==> src/rtl/cpu_types_pkg.sv <==
// Shared CPU/memory types: word type and RAM status encoding.
// Imported by the memory arbiter and its bench.
package cpu_types_pkg;

  localparam int WORD_BITS = 32;

  typedef logic [WORD_BITS-1:0] word_t;

  typedef enum logic [1:0] {
    FREE   = 2'd0,
    BUSY   = 2'd1,
    ACCESS = 2'd2,
    ERROR  = 2'd3
  } ramstate_t;

endpackage

==> src/rtl/memory_arbiter.sv <==
// icache/dcache -> single-port RAM arbiter, dcache priority with icache
// starvation guard. Ports: CLK/RST, i* icache, d* dcache, ram* RAM side.
module memory_arbiter
  import cpu_types_pkg::*;
#(
  parameter int WORD_W      = 32,
  parameter int ISTARVE_MAX = 4
) (
  input  logic              CLK,
  input  logic              RST,
  input  logic              iREN,
  input  logic [WORD_W-1:0] iaddr,
  output logic              iwait,
  output logic [WORD_W-1:0] iload,
  input  logic              dREN,
  input  logic              dWEN,
  input  logic [WORD_W-1:0] daddr,
  input  logic [WORD_W-1:0] dstore,
  output logic              dwait,
  output logic [WORD_W-1:0] dload,
  output logic              ramREN,
  output logic              ramWEN,
  output logic [WORD_W-1:0] ramaddr,
  output logic [WORD_W-1:0] ramstore,
  input  logic [WORD_W-1:0] ramload,
  input  logic [1:0]        ramstate
);

  typedef enum logic [1:0] {
    IDLE   = 2'd0,
    DSERVE = 2'd1,
    ISERVE = 2'd2
  } arb_state_t;

  localparam logic [3:0] STARVE_MAX = 4'(ISTARVE_MAX);

  arb_state_t        state_q, state_d;
  logic [3:0]        starve_cnt_q, starve_cnt_d;
  logic              ram_ren_q, ram_ren_d;
  logic              ram_wen_q, ram_wen_d;
  logic [WORD_W-1:0] ram_addr_q, ram_addr_d;
  logic [WORD_W-1:0] ram_store_q, ram_store_d;

  ramstate_t rstate;
  logic      d_req;
  logic      own_req;
  logic      done;
  logic      d_win;

  assign rstate = ramstate_t'(ramstate);
  assign d_req  = dREN | dWEN;

  always_comb begin
    own_req = 1'b0;
    unique case (state_q)
      DSERVE:  own_req = d_req;
      ISERVE:  own_req = iREN;
      default: own_req = 1'b0;
    endcase
  end

  // A dropped request or a reset in flight must never see a completion.
  assign done = own_req && (rstate == ACCESS) && !RST;

  // icache wins once the dcache has used up its streak.
  assign d_win = d_req && (!iREN || (starve_cnt_q < STARVE_MAX));

  always_comb begin
    state_d      = state_q;
    starve_cnt_d = starve_cnt_q;
    ram_ren_d    = ram_ren_q;
    ram_wen_d    = ram_wen_q;
    ram_addr_d   = ram_addr_q;
    ram_store_d  = ram_store_q;
    unique case (state_q)
      IDLE: begin
        ram_ren_d   = 1'b0;
        ram_wen_d   = 1'b0;
        ram_addr_d  = '0;
        ram_store_d = '0;
        if (!iREN) starve_cnt_d = '0;
        if (d_win) begin
          state_d     = DSERVE;
          ram_ren_d   = dREN;
          ram_wen_d   = dWEN;
          ram_addr_d  = daddr;
          ram_store_d = dWEN ? dstore : '0;
          if (iREN && starve_cnt_q < STARVE_MAX)
            starve_cnt_d = starve_cnt_q + 4'd1;
        end else if (iREN) begin
          state_d      = ISERVE;
          ram_ren_d    = 1'b1;
          ram_addr_d   = iaddr;
          starve_cnt_d = '0;
        end
      end
      DSERVE, ISERVE: begin
        if (!own_req || done) begin
          state_d     = IDLE;
          ram_ren_d   = 1'b0;
          ram_wen_d   = 1'b0;
          ram_addr_d  = '0;
          ram_store_d = '0;
        end
      end
      default: begin
        state_d     = IDLE;
        ram_ren_d   = 1'b0;
        ram_wen_d   = 1'b0;
        ram_addr_d  = '0;
        ram_store_d = '0;
      end
    endcase
  end

  always_ff @(posedge CLK) begin
    if (RST) begin
      state_q      <= IDLE;
      starve_cnt_q <= '0;
      ram_ren_q    <= 1'b0;
      ram_wen_q    <= 1'b0;
      ram_addr_q   <= '0;
      ram_store_q  <= '0;
    end else begin
      state_q      <= state_d;
      starve_cnt_q <= starve_cnt_d;
      ram_ren_q    <= ram_ren_d;
      ram_wen_q    <= ram_wen_d;
      ram_addr_q   <= ram_addr_d;
      ram_store_q  <= ram_store_d;
    end
  end

  assign ramREN   = ram_ren_q;
  assign ramWEN   = ram_wen_q;
  assign ramaddr  = ram_addr_q;
  assign ramstore = ram_store_q;

  assign iwait = !(done && state_q == ISERVE);
  assign dwait = !(done && state_q == DSERVE);
  assign iload = ramload;
  assign dload = ramload;

endmodule

==> config.mk <==
export PLATFORM = sky130hd
export DESIGN_NAME = memory_arbiter
export DESIGN_NICKNAME = d
export VERILOG_FILES = /design/src/rtl/cpu_types_pkg.sv /design/src/rtl/memory_arbiter.sv
export SDC_FILE = /design/constraint.sdc
export NUM_CORES = 1
export LEC_CHECK = 0
export BUFFER_PORTS_ARGS = -buffer_cell sky130_fd_sc_hd__buf_2
export CAP_MARGIN = 15
export CORE_ASPECT_RATIO = 1.25
export CORE_MARGIN = 5
export CORE_UTILIZATION = 35
export CTS_CLUSTER_SIZE = 12
export DETAILED_ROUTE_END_ITERATION = 16
export PLACE_DENSITY = 0.74
export SLEW_MARGIN = 0
export SYNTH_ARGS = -nofsm -noshare
export SYNTH_HDL_FRONTEND = slang
export SYNTH_SLANG_ARGS = --single-unit
export TNS_END_PERCENT = 20
==> constraint.sdc <==
create_clock -name CLK -period 2.15 [get_ports CLK]
set_input_delay 0.43 -clock CLK [delete_from_list [all_inputs] [get_ports CLK]]
set_output_delay 0.43 -clock CLK [all_outputs]
set_load 0.02 [all_outputs]
Word level (Yosys, flattened, before mapping) --
Cells that the tools add are included.
Cells by class: add/sub/neg operators 1, magnitude comparators 1, equality and inequality tests 5, mux-type cells 22, bitwise gates (word level) 1, reductions and logical operators 16
Operator list (count):
- $mux 32 | 5
- $pmux 32 s2 | 2
- $mux 4 | 4
- $logic_and 1x1->1 | 6
- $mux 2 | 3
- $pmux 1 s2 | 3
- $logic_not 1->1 | 5
- $add 4x1->4 const B | 1
- $eq 2x2->1 const B | 2
- $lt 4x3->1 const B | 1
- $mux 1 | 4
- $pmux 2 s2 | 1
- $ne 3x3->1 const B | 1
- $eq 2x1->1 const B | 1
- $logic_not 2->1 | 1
- $logic_or 1x1->1 | 2
- $ne 2x2->1 const B | 1
- $reduce_and 2->1 | 1
- $reduce_or 2->1 | 1
- $or 1x1->1 | 1
Storage, ports and cells: register bits after elaboration 72, output and inout bits 132, word-level logic and storage cells 52

Longest topological paths before layout --
Gate-level depths: netlist (run 1).
word-level depth 7, mapped depth 8

Worst setup path before layout (run 1) --
Ideal clock, no wire load.
path type register to register, start point reg state_q[0], end point reg ram_addr_q[11] (netlist: ramaddr[11]), library setup time 0.068 ns, data arrival time 1.645 ns, slack 0.437 ns, stages on the path, launching flop included 9, path through dfxtp_1 -> inv_1 -> ha_1 -> o211ai_1 -> a21oi_4 -> nor2b_4 -> buf_6 -> buf_4 -> o2bb2ai_2
On the way: word-level cells in the longest chain between the ends 6, elaborated cells on any way between the ends 11, those cells by class 3 x eq/ne; 2 x mux; 6 x reduce/logical
Ends and longest elaborated chain:
- start, declared | RTL line memory_arbiter.sv:37 | arb_state_t state_q, state_d;
- start signal, assigned | RTL line memory_arbiter.sv:125 | state_q <= state_d;
- $eq 2x2->1 or $eq 2x1->1 (tied branches) | RTL line memory_arbiter.sv:55, memory_arbiter.sv:75
- $pmux 1 s2 | RTL line memory_arbiter.sv:55 | unique case (state_q)
- $logic_and 1x1->1 (2 in series) | RTL line memory_arbiter.sv:63 | assign done = own_req && (rstate == ACCESS) && !RST;
- $logic_or 1x1->1 | RTL line memory_arbiter.sv:98 | if (!own_req || done) begin
- $ne 2x2->1 (no source line)
- end signal, assigned | RTL line memory_arbiter.sv:129 | ram_addr_q <= ram_addr_d;
- end, declared | RTL line memory_arbiter.sv:41 | logic [WORD_W-1:0] ram_addr_q, ram_addr_d;
Several ways; a longest one is shown, not always the timed one. A chain may end at the register's enable or synchronous reset.

Worst setup path after layout (run 1) --
start point reg state_q[0], end point out iwait
On the way: word-level cells in the longest chain between the ends 6, elaborated cells on any way between the ends 7, those cells by class 2 x eq/ne; 1 x mux; 4 x reduce/logical
Ends and longest elaborated chain:
- $eq 2x2->1 or $eq 2x1->1 (tied branches) | RTL line memory_arbiter.sv:55, memory_arbiter.sv:139
- $pmux 1 s2 | RTL line memory_arbiter.sv:55
- $logic_and 1x1->1 (2 in series) | RTL line memory_arbiter.sv:63
- $logic_and 1x1->1 (*) | RTL line memory_arbiter.sv:139 | assign iwait = !(done && state_q == ISERVE);
- $logic_not 1->1 (*) | RTL line memory_arbiter.sv:139
- end, declared | RTL line memory_arbiter.sv:13 | output logic iwait,
Every way passes the cells marked *; elsewhere a longest branch is shown, timed or not.

==> results of run 1 <==
-- Yosys cell counts (2+ instances only) --
cell type | instances | area [um2]
o2bb2ai_2 | 29 | 435
nand4_1 | 2 | 12.5
ha_1 | 4 | 50.1
buf_2 | 3 | 15.0
nand2b_1 | 3 | 18.8
a22o_1 | 33 | 289
o2bb2ai_1 | 4 | 35.0
nand2_1 | 3 | 11.3
inv_1 | 3 | 11.3
nor3_1 | 2 | 10.0
nor2_1 | 2 | 7.51
a22oi_1 | 32 | 240
clkbuf_1 | 6 | 22.5
buf_6 | 8 | 90.1
dfxtp_1 | 72 | 1440
a21oi_1 | 3 | 15.0
buf_4 | 69 | 518
-- final cells by class --
type                            instances  area, um2  share of cell area, %
Sequential cell                        72       1440                   34.6
Multi-Input combinational cell        138       1330                   32.0
Timing Repair Buffer                  177        916                   22.0
Clock buffer                            9        225                   5.41
Tap cell                              126        158                   3.79
Clock inverter                          7       78.8                   1.89
Inverter                                3       11.3                  0.271
-- worst min-delay path by stage --
stage	to	slack, ns	depth (start not counted)
2_1_floorplan	starve_cnt_q[1]	0.45	2
3_5_place_dp	ramWEN	0.44	1
6_report	ramstore[28]	0.31	2
4_1_cts	ramstore[25]	0.29	2
3_3_place_gp	ramWEN	0.43	1
5_1_grt	ramstore[25]	0.29	2
-- per-stage QoR --
step	util (%)	total power, uW	cells	hold slack [ns]
detailed placement	40.1	2170	516	0.439
finish	43.3	3630	532	0.308
global route	43.3	3800	532	0.293
floorplan	-	2100	299	0.449
CTS	43.3	3690	532	0.293
global placement	40.1	2150	516	0.430
-- registers in the layout (all words and copies together) (netlist names) --
name and count:
starve_cnt_q 4, ramstore 32, ramaddr 32, ramREN 1
state_q 2, ramWEN 1
-- power breakdown --
group	leakage [uW]	total, uW	internal [uW]	switching [uW]
registers	0.000590	1500	1440	63.6
logic	0.00122	629	256	373
clock network	0.000150	1500	910	593
-- worst reg2reg max path: cells and delay by family, from the launching register on --
kind                     cells  cell delay, ns
flip-flops                   1            0.34
AO/OA/AOI/OAI                3            0.61
buffers and inverters        2            0.34
adder cells (fa/ha/maj)      1            0.35
AND/OR/NAND/NOR              1            0.21
-- cells by family after synthesis --
family | synth area share [%]
flops | 42.1
buf+inv | 19.2
fa+ha+maj | 1.46
simple gates | 5.27
compound gates | 31.9
-- per-layer routing --
layer	vias up	part of all wire, %	global-route usage (%)	wire length [um]
met3	44	14	8.54	1400
met4	0	4.2	8.88	425
met2	203	50	28.0	4960
met1	1210	32	15.3	3210
li1	1257	-	-	-
met5	-	0	0.452	0
-- placed cells by master, fill, tap and decap left out, types with 2 or more instances in the layout --
cell       count
buf_2        170
nor2_1         2
inv_6          2
nand4_1        2
clkinv_4       3
a21oi_1        3
dfxtp_1       72
a22o_1        33
o2bb2ai_1      4
nand2b_1       3
nor3_1         2
inv_1          3
clkbuf_16      9
nand2_1        3
ha_1           4
buf_4          6
a22oi_1       32
o2bb2ai_2     29
==> qor.csv, run 1 <==
stage,metric,value,unit
clock_tree,numCtsBuffers,9,
timing,post-route-worst-setup-slack,0.145,ns
grt,grt_pass1_vias,2869,
die,initial_utilization,35.6,%
timing,period_share,93.3,%
grt,gr-total-overflow,0,
die,die-area,11900,um2
yosys,synth-async-reset-ratio,0,%
worst_setup_path,cp.required,1.72,ns
clock_tree,clk_path_buf_depth,2,
grt,grt_usage,16.2,%
placed_design,gp_congestion,0.852,
worst_setup_path,crit_slowest_cell,dfxtp_1,
clock_tree,cts.sinks,72,
timing,tns,0,ns
routing,drt_iter0_markers,88,
pwr,power_density,873,nW/um2
yosys,yosys_warnings,0,
final_layout,synthToLayoutAreaGrowth,21.6,%
worst_setup_path,cpLargestDelayFamily,flip-flops,
timing,worstMarginPinSlew,0.362,ns
hold_path,min-delay-start,dstore[28],
clock_tree,ctsResizeCount,0,
routing,drt_wl_total,10.0,mm
die,die_w,98.4,um
yosys,ys.flop_type,dfxtp_1,
timing,slew_headroom,75.9,%
die,num_io_pins,267,
timing,setup_viol,0,
worst_setup_path,critPathBufInv,2,
yosys,synth_area,3420,um2
routing,firstDrtPassIters,6,
die,core-area,9610,um2
placed_design,pre_cts_slack,0.253,ns
routing,wl_per_cell,18.8,um
worst_setup_path,cp_cell_sequence,"inv_1, ha_1, a22o_1, nand4_1, buf_2",
worst_setup_path,r2r_end,ramstore[19],
placed_design,port_buffers,170,
worst_setup_path,timing.rr.start,state_q[0],
worst_setup_path,crit_fanout,3,
hold_path,min_path_type,input port to flop,
clock_tree,post_cts.repair.setup_buffers,0,
routing,via_per_inst,5.10,
yosys,synth_cell_types,38,
yosys,postSynthCellCount,299,
final_layout,nets,540,
worst_setup_path,path_depth,5,
clock_tree,cts_max_level,3,
timing,timing.fmax,499,MHz
worst_setup_path,critPathCapture,iwait,
worst_setup_path,cp.arrival,1.57,ns
pwr,leakage,0.00196,uW
clock_tree,cts_root_buf,clkbuf_16,
routing,drc_errors,0,
timing,slew_viol_final,0,
yosys,syn_nets,438,
worst_setup_path,crit_type,flop to output port,
final_layout,n_antenna_cell,0,
grt,grt_max_degree,53,
yosys,synth_area_per_cell,11.4,um2
timing,rsz0062_at_grt,false,
final_layout,drive_above_1_share,56.9,%
worst_setup_path,end_kind,output port,
clock_tree,clk_pin_slew,0.06,ns
worst_setup_path,rr_worst_depth,7,
job,cap_violations,0,
final_layout,fill_cells,934,
grt,grt_first_pass_wirelength,15.0,mm
worst_setup_path,start_kind,flop,
pwr,max-vdd-ir-drop,0.000425,V
yosys,seq_area_frac_synth,42.1,%
yosys,ys_seq_elements,72,
worst_setup_path,r2r_slack,0.24,ns
die,fp-row-count,40,
timing,finalHoldViolCount,0,
clock_tree,clock_latency,0.33,ns
clock_tree,cts_tree,done,
worst_setup_path,slowest_delay,0.34,ns
die,die_h,121,um
routing,ant_nets,0,
placed_design,placed_cell_area,3860,um2
grt,antenna_found_initial,0,
outcome,outcome,"complete, no violations",
placed_design,dp_hpwl,7.77,mm
final_layout,design_area,4160,um2
yosys,synth_edf_count,0,
timing,fin_skew,0.00471,ns
routing,vias,2714,
worst_setup_path,worstSetupStartpoint,state_q[0],
clock_tree,ctsHoldBuffers,0,
timing,period_minus_slack,2.00,ns
Power figures use the tool's default switching activity.
==> run 2: changes to the inputs <==
--- a/config.mk
+++ b/config.mk
@@ -10,6 +10,7 @@
 export CORE_ASPECT_RATIO = 1.25
 export CORE_MARGIN = 5
 export CORE_UTILIZATION = 35
+export CTS_BUF_LIST = sky130_fd_sc_hd__clkbuf_8
 export CTS_CLUSTER_SIZE = 12
 export DETAILED_ROUTE_END_ITERATION = 16
 export PLACE_DENSITY = 0.74
==> run 2 against run 1 <==
Register-to-register slack about the same; via count is 1.3% lower; first-iteration DRC count up 14%; non-clock buffer count unchanged; cell count unchanged; cell area is 2.4% lower; critical path type unchanged.
==> qor.csv, run 2 (synthesized netlist as in run 1, its figures left out) <==
stage,metric,value,unit
outcome,outcome,"complete, no violations",
routing,wl_per_cell,18.7,um
clock_tree,cts_max_level,3,
clock_tree,cts_tree,done,
pwr,swShare,30.6,%
clock_tree,post_cts.repair.setup_buffers,0,
die,die_h,121,um
grt,antenna_found_initial,0,
timing,slew_viol_final,0,
worst_setup_path,critPathBufInv,2,
worst_setup_path,end_kind,output port,
clock_tree,numCtsBuffers,9,
final_layout,synthToLayoutAreaGrowth,18.7,%
worst_setup_path,cp.required,1.72,ns
placed_design,dp_hpwl,7.77,mm
worst_setup_path,start_kind,flop,
final_layout,nets,540,
timing,period_share,94.2,%
pwr,max-vdd-ir-drop,0.000422,V
timing,worstMarginPinSlew,0.371,ns
routing,firstDrtPassIters,4,
timing,setup_viol,0,
worst_setup_path,slowest_delay,0.34,ns
timing,finalHoldViolCount,0,
pwr,clock_power_share,34.1,%
grt,grt_max_degree,53,
worst_setup_path,crit_type,flop to output port,
clock_tree,cts.sinks,72,
clock_tree,ctsResizeCount,0,
worst_setup_path,cp.arrival,1.59,ns
worst_setup_path,cpLargestDelayFamily,flip-flops,
grt,gr-total-overflow,0,
pwr,p_int,2240,uW
timing,whs,0.291,ns
final_layout,mostFrequentLayoutCells,"buf_2, dfxtp_1, a22o_1",
final_layout,design_area,4060,um2
clock_tree,cts_root_buf,clkbuf_8,
grt,grt_pass1_vias,2845,
timing,tns,0,ns
clock_tree,clk_path_buf_depth,2,
pwr,power.total,3230,uW
placed_design,gp_congestion,0.852,
routing,vias,2680,
routing,via_per_inst,5.04,
timing,rsz0062_at_grt,false,
worst_setup_path,crit_fanout,3,
grt,grt_first_pass_wirelength,14.8,mm
timing,timing.fmax,494,MHz
die,die-area,11900,um2
worst_setup_path,crit_slowest_cell,dfxtp_1,
placed_design,port_buffers,170,
routing,drt_iter0_markers,100,
final_layout,n_antenna_cell,0,
routing,ant_nets,0,
placed_design,placed_cell_area,3860,um2
final_layout,final_common_cell,buf_2,
pwr,netSwitchingPower,988,uW
clock_tree,clock_latency,0.34,ns
pwr,comb_power_share,19.5,%
worst_setup_path,cp_cell_sequence,"inv_1, ha_1, a22o_1, nand4_1, buf_2",
timing,period_minus_slack,2.02,ns
final_layout,drive_above_1_share,56.9,%
clock_tree,ctsHoldBuffers,0,
pwr,leakage,0.00192,uW
timing,slew_headroom,75.3,%
timing,fin_skew,0.00618,ns
pwr,p_seq_share,46.4,%
routing,drc_errors,0,
die,num_io_pins,267,
pwr,power_density,795,nW/um2
job,cap_violations,0,
clock_tree,clk_pin_slew,0.08,ns
die,fp-row-count,40,
routing,drt_wl_total,9.96,mm
die,initial_utilization,35.6,%
grt,grt_usage,16.1,%
hold_path,min_path_type,input port to flop,
die,core-area,9610,um2
die,die_w,98.4,um
## run 2: cell count changes in the layout (fill, tap and decap cells not counted)
cell	delta
clkbuf_16	-9
clkbuf_8	+9
## run 2: worst paths after layout
check | start | endpoint | depth (start not counted) | slack, ns
worst max-delay path | state_q[0] | iwait | 5 | 0.13
worst min-delay path | dstore[25] | ramstore[25] | 2 | 0.29
worst max register to register | state_q[0] | ramstore[19] | 7 | 0.24
worst min register to register | ramWEN | ramWEN | 1 | 0.45
## run 2: layout make-up
type	count	area (um2)
Fill cell	943	5550
Inverter	3	11.3
Clock buffer	9	124
Sequential cell	72	1440
Timing Repair Buffer	177	916
Clock inverter	7	78.8
Tap cell	126	158
Multi-Input combinational cell	138	1330
## run 2: worst reg2reg max path, delay by kind of cell, from the launching register on
kind	cells	cell delay [ns]
flip-flops	1	0.34
AND/OR/NAND/NOR	1	0.21
buffers and inverters	2	0.35
AO/OA/AOI/OAI	3	0.60
adder cells (fa/ha/maj)	1	0.35
## run 2: per-stage QoR
| step | cells | utilization [%] | worst slack (ns) |
|---|---|---|---|
| after CTS | 532 | 42.2 | 0.115 |
| after global placement | 516 | 40.1 | 0.354 |
| after detailed placement | 516 | 40.1 | 0.253 |
| after floorplan | 299 | - | 0.437 |
| final | 532 | 42.2 | 0.125 |
| after global routing | 532 | 42.2 | 0.0451 |
## run 2: metal layers
layer  global-route usage [%]  vias to the layer above  routed length (um)
met5                    0.452                        -                   0
met2                     27.9                      205                4960
li1                         -                     1252                   -
met1                     15.1                     1192                3250
met3                     8.94                       31                1410
met4                     8.03                        0                 344
## run 2: power by group through the flow
| stage | clock network [uW] | logic [uW] | registers (uW) |
|---|---|---|---|
| final | 1100 | 629 | 1500 |
| after global routing | 1200 | 676 | 1510 |
| after CTS | 1150 | 639 | 1500 |
| after detailed placement | 0 | 640 | 1520 |
| after global placement | 0 | 620 | 1530 |
| after floorplan | 0 | 461 | 1640 |
